[src/rtl/dram_arb_pkg.sv]
// dram_arb_pkg: shared state, owner and arbitration-mode codes for the data RAM arbiter
package dram_arb_pkg;
  typedef enum logic [1:0] {IDLE, ISSUE, CAPTURE, DONE} state_t;
  localparam logic OWN_CPU = 1'b0;
  localparam logic OWN_HOST = 1'b1;
  localparam int ARB_RR = 0;
  localparam int ARB_FIXED = 1;
endpackage

[src/rtl/dram_arbiter_arb_pick2.sv]
// arb_pick2: combinational two-way picker returning the winning owner code
module arb_pick2
  import dram_arb_pkg::*;
#(
  parameter int MODE = ARB_RR
) (
  input  logic i_req_c,
  input  logic i_req_h,
  input  logic i_last,
  output logic o_win
);
  logic w_tie;
  assign w_tie = i_req_c && i_req_h;
  // On a tie round-robin hands the grant to whoever did not have it last
  assign o_win = w_tie ? ((MODE == ARB_FIXED) ? OWN_CPU : ~i_last) : (i_req_c ? OWN_CPU : OWN_HOST);
endmodule

[src/rtl/dram_arbiter.sv]
// dram_arbiter: shares the single-port data RAM between the CPU LD/ST path and the host port,
// sequencing the RAM's registered-address timing and returning read data with a one-cycle ack
module dram_arbiter
  import dram_arb_pkg::*;
#(
  parameter int DW = 16,
  parameter int AW = 16,
  parameter int ARB_MODE = ARB_RR
) (
  input  logic          clock,
  input  logic          reset,
  input  logic          c_req,
  input  logic          c_we,
  input  logic [AW-1:0] c_addr,
  input  logic [DW-1:0] c_wdata,
  output logic          c_ack,
  output logic [DW-1:0] c_rdata,
  input  logic          h_req,
  input  logic          h_we,
  input  logic [AW-1:0] h_addr,
  input  logic [DW-1:0] h_wdata,
  output logic          h_ack,
  output logic [DW-1:0] h_rdata,
  output logic [AW-1:0] ram_addr,
  output logic [DW-1:0] ram_data,
  output logic          ram_we,
  input  logic [DW-1:0] ram_q,
  output logic          busy,
  output logic          owner
);
  state_t        r_state;
  logic [AW-1:0] r_addr;
  logic [DW-1:0] r_data;
  logic          r_we;
  logic          r_wr;
  logic          r_c_ack;
  logic          r_h_ack;
  logic [DW-1:0] r_c_rdata;
  logic [DW-1:0] r_h_rdata;
  logic          r_busy;
  logic          r_owner;
  logic          w_win;
  arb_pick2 #(.MODE(ARB_MODE)) u_pick (
    .i_req_c(c_req),
    .i_req_h(h_req),
    .i_last (r_owner),
    .o_win  (w_win)
  );
  // owner doubles as the last grantee, so it resets to host and the CPU wins the first tie
  always_ff @(posedge clock) begin
    if (reset) begin
      r_state   <= IDLE;
      r_addr    <= '0;
      r_data    <= '0;
      r_we      <= 1'b0;
      r_wr      <= 1'b0;
      r_c_ack   <= 1'b0;
      r_h_ack   <= 1'b0;
      r_c_rdata <= '0;
      r_h_rdata <= '0;
      r_busy    <= 1'b0;
      r_owner   <= OWN_HOST;
    end else begin
      case (r_state)
        IDLE: if (c_req || h_req) begin
          r_owner <= w_win;
          r_wr    <= w_win ? h_we : c_we;
          r_we    <= w_win ? h_we : c_we;
          r_addr  <= w_win ? h_addr : c_addr;
          r_data  <= w_win ? h_wdata : c_wdata;
          r_busy  <= 1'b1;
          r_state <= ISSUE;
        end
        ISSUE: begin
          r_we    <= 1'b0;
          r_state <= CAPTURE;
        end
        CAPTURE: begin
          if (!r_wr && r_owner == OWN_CPU) r_c_rdata <= ram_q;
          if (!r_wr && r_owner == OWN_HOST) r_h_rdata <= ram_q;
          r_c_ack <= r_owner == OWN_CPU;
          r_h_ack <= r_owner == OWN_HOST;
          r_state <= DONE;
        end
        default: begin
          r_c_ack <= 1'b0;
          r_h_ack <= 1'b0;
          r_busy  <= 1'b0;
          r_state <= IDLE;
        end
      endcase
    end
  end
  assign ram_addr = r_addr;
  assign ram_data = r_data;
  assign ram_we   = r_we;
  assign c_ack    = r_c_ack;
  assign h_ack    = r_h_ack;
  assign c_rdata  = r_c_rdata;
  assign h_rdata  = r_h_rdata;
  assign busy     = r_busy;
  assign owner    = r_owner;
endmodule

[config.mk]
export PLATFORM = sky130hd
export DESIGN_NAME = dram_arbiter
export DESIGN_NICKNAME = d
export VERILOG_FILES = /design/src/rtl/dram_arb_pkg.sv /design/src/rtl/dram_arbiter_arb_pick2.sv /design/src/rtl/dram_arbiter.sv
export SDC_FILE = /design/constraint.sdc
export NUM_CORES = 1
export LEC_CHECK = 0
export BUFFER_PORTS_ARGS = -buffer_cell sky130_fd_sc_hd__clkbuf_2
export CORE_AREA = 2 2 84 86
export CTS_CLUSTER_DIAMETER = 120
export CTS_CLUSTER_SIZE = 10
export DETAILED_ROUTE_END_ITERATION = 12
export DIE_AREA = 0 0 86 88
export GPL_TIMING_DRIVEN = 0
export PLACE_DENSITY = 0.84
export SKIP_CTS_REPAIR_TIMING = 1
export SYNTH_ARGS = -nofsm -noshare
export SYNTH_HDL_FRONTEND = slang
export SYNTH_SLANG_ARGS = --single-unit
[constraint.sdc]
create_clock -name clock -period 2.7 [get_ports clock]
set_input_delay 0.54 -clock clock [delete_from_list [all_inputs] [get_ports clock]]
set_output_delay 0.54 -clock clock [all_outputs]
set_load 0.02 [all_outputs]
==> impl_metrics.json <==
{
  "status": "completed",
  "grt_pass1_wl_um": 14100,
  "yosysTopAreaCellShare_pct": 44.2,
  "nNetsFinal": 629,
  "ys_ff_latch": 72,
  "endpoint": "c_rdata[12]",
  "max_freq_mhz": 604,
  "ios": 155,
  "r2r-end": "c_rdata[12]",
  "power.density_nw_per_um2": 1020,
  "clk_latency_ns": 0.34,
  "crit_path_start": "r_state[0]",
  "rsz0062_at_grt": "false",
  "crit_type": "register to register",
  "ys_types": 34,
  "coreArea_um2": 6640,
  "htreeDepth": 3,
  "r2r_start": "r_state[0]",
  "endpoint_kind": "register",
  "drcViolationCount": 0,
  "synth-seq-area-share_pct": 44.2,
  "p_leak_nw": 1.91,
  "syn_nets": 464,
  "rows": 30,
  "numClockSinks": 72,
  "portBuffers": 154,
  "grt_pass1_vias": 3195,
  "setup_viol": 0,
  "hp-start": "ram_q[4]",
  "grtUsageTotal_pct": 23.4,
  "grt-ovfl-total": 0,
  "clk_pin_slew_ns": 0.08,
  "place_area_um2": 4130,
  "layout_common_cells": "156 x clkbuf_2, 72 x dfxtp_1, 65 x nand2_1",
  "cts_buffer_depth": 2,
  "path_max_fanout": 10,
  "min_path_cells": 3,
  "vias": 3338,
  "fin_setup_tns_ns": 0,
  "post-route-util_pct": 65.9,
  "ant_nets": 0,
  "max_slew_margin_pct": 52.4,
  "finClkSkew_ns": 0.00738,
  "final_layout_size_suffix_gt1_share_pct": 42.0,
  "grt_start_max_net_pins": 13,
  "ff2ff_setup_slack_ns": 1.04,
  "start_util_pct": 49.1,
  "cts_buffers": 9,
  "hold_viol_final": 0,
  "fin_ws_ns": 1.04,
  "multi_input_area_um2": 1580,
  "antennaDiodeCount": 0,
  "final_max_slew_viol_count": 0,
  "layout_commonest_cell": "clkbuf_2",
  "worst_ep_arrival_time_ns": 1.87,
  "antenna_found_initial": 0,
  "synth_warnings": 0,
  "n_fill_cell": 580,
  "holdWs_ns": 0.424,
  "viasPerCell": 5.34,
  "yosys-top-cells-area": "dfxtp_1 44%, a311oi_2 14%, nand2_1 7.5%",
  "firstDrtPassIters": 4,
  "period_needed_ns": 1.66,
  "worst_pin_slew_ns": 0.714,
  "dieHeight_um": 88,
  "dp_cells": 609,
  "drt_wl_total_um": 8770,
  "post-place-ws_ns": 0.846,
  "fin_crit_sh_pct": 61.3,
  "maxCapViolations": 0,
  "die-area_um2": 7570,
  "yosys.area.top_type": "dfxtp_1",
  "die_w_um": 86,
  "drtIter0Drc": 93,
  "power_mw": 4.45,
  "fin_cells": 625,
  "r2r_cells": 7,
  "root_buffer": "clkbuf_8",
  "start_kind": "register",
  "seq_area_um2": 1440,
  "max_stage_delay_ns": 0.37,
  "area_delta_synth_final_pct": 34.2,
  "synthCells": 375,
  "cts_tree": "yes",
  "wl_per_cell_um": 14.0,
  "peakVddDrop_uv": 570,
  "hold_path.class": "primary input to register",
  "required_ns": 2.91,
  "final_area_um2": 4380,
  "path_cells": "inv_1 -> ha_1 -> or3b_1 -> clkbuf_2 -> buf_6 -> nand2_1 -> a21oi_1",
  "gp_congestion": 0.843,
  "synth.avg_cell_area_um2": 8.69,
  "crit_slowest_cell": "or3b_1",
  "synth_area_um2": 3260,
  "dp_hpwl_um": 6690
}
-- worst min-delay path by stage --
| stage | slack [ns] | end |
|---|---|---|
| 2_1_floorplan | 0.49 | r_state[1] |
| 3_3_place_gp | 0.44 | c_rdata[6] |
| 3_5_place_dp | 0.45 | h_rdata[11] |
| 4_1_cts | 0.41 | h_rdata[11] |
| 5_1_grt | 0.43 | h_rdata[1] |
| 6_report | 0.42 | c_rdata[4] |
-- layout make-up --
type | count | share of cell area, %
Buffer | 37 | 5.00
Multi-Input combinational cell | 262 | 36.2
Clock buffer | 11 | 3.23
Timing Repair Buffer | 154 | 17.6
Tap cell | 80 | 2.29
Sequential cell | 72 | 32.9
Inverter | 4 | 0.343
Clock inverter | 5 | 2.37
-- where the power goes --
| group | total [mW] | internal [mW] | switching (mW) |
|---|---|---|---|
| clock network | 1.05 | 0.640 | 0.409 |
| logic | 1.91 | 0.716 | 1.19 |
| registers | 1.49 | 1.34 | 0.154 |
-- logic make-up (layout without fill, tap and decap cells) --
| family | count (synthesis) | after routing | share of synthesized area [%] |
|---|---|---|---|
| AOI/OAI and AO/OA | 110 | 110 | 27.1 |
| adders and majority gates | 3 | 3 | 1.15 |
| buffers and inverters | 41 | 211 | 7.18 |
| DFF | 72 | 72 | 44.2 |
| muxes | 1 | 1 | 0.307 |
| and+or+nand+nor | 148 | 148 | 20.0 |
-- cells in the mapped netlist (all sizes together) --
| cell | number |
|---|---|
| a32oi | 1 |
| nor2 | 38 |
| and2 | 1 |
| clkbuf | 13 |
| a311oi | 33 |
| o21ai | 35 |
| mux2i | 1 |
| a21oi | 34 |
| dfxtp | 72 |
| o21a | 2 |
| inv | 4 |
| ha | 3 |
| nand2b | 1 |
| o41ai | 1 |
| or2 | 1 |
| and3b | 1 |
| o21ba | 1 |
| nor3b | 2 |
| buf | 24 |
| nand3 | 32 |
| nor2b | 2 |
| o31ai | 1 |
| nor3 | 1 |
| nand3b | 3 |
| or3b | 1 |
| nand2 | 65 |
| a31oi | 2 |
-- registers in the layout, summed over array words and instances (netlist names) --
| signal | flops |
|---|---|
| r_wr | 1 |
| ram_we | 1 |
| owner | 1 |
| h_ack | 1 |
| c_rdata | 16 |
| c_ack | 1 |
| ram_addr | 16 |
| busy | 1 |
| h_rdata | 16 |
| r_state | 2 |
| ram_data | 16 |
-- layer usage --
metal  up-vias  track usage, %  share of wire (%)
met1      1511            27.0                 41
li1       1654               -                  -
met4         0            10.1                2.0
met3        14            6.41                8.7
met2       159            40.9                 48
met5         -               0                  0
-- critical path: cells and delay by family (launching register included) --
family,cells,cell delay [ns]
adder cells (fa/ha/maj),1,0.28
AND/OR/NAND/NOR,2,0.43
buffers and inverters,3,0.43
flip-flops,1,0.32
AO/OA/AOI/OAI,1,0.06
Power figures use the tool's default switching activity.
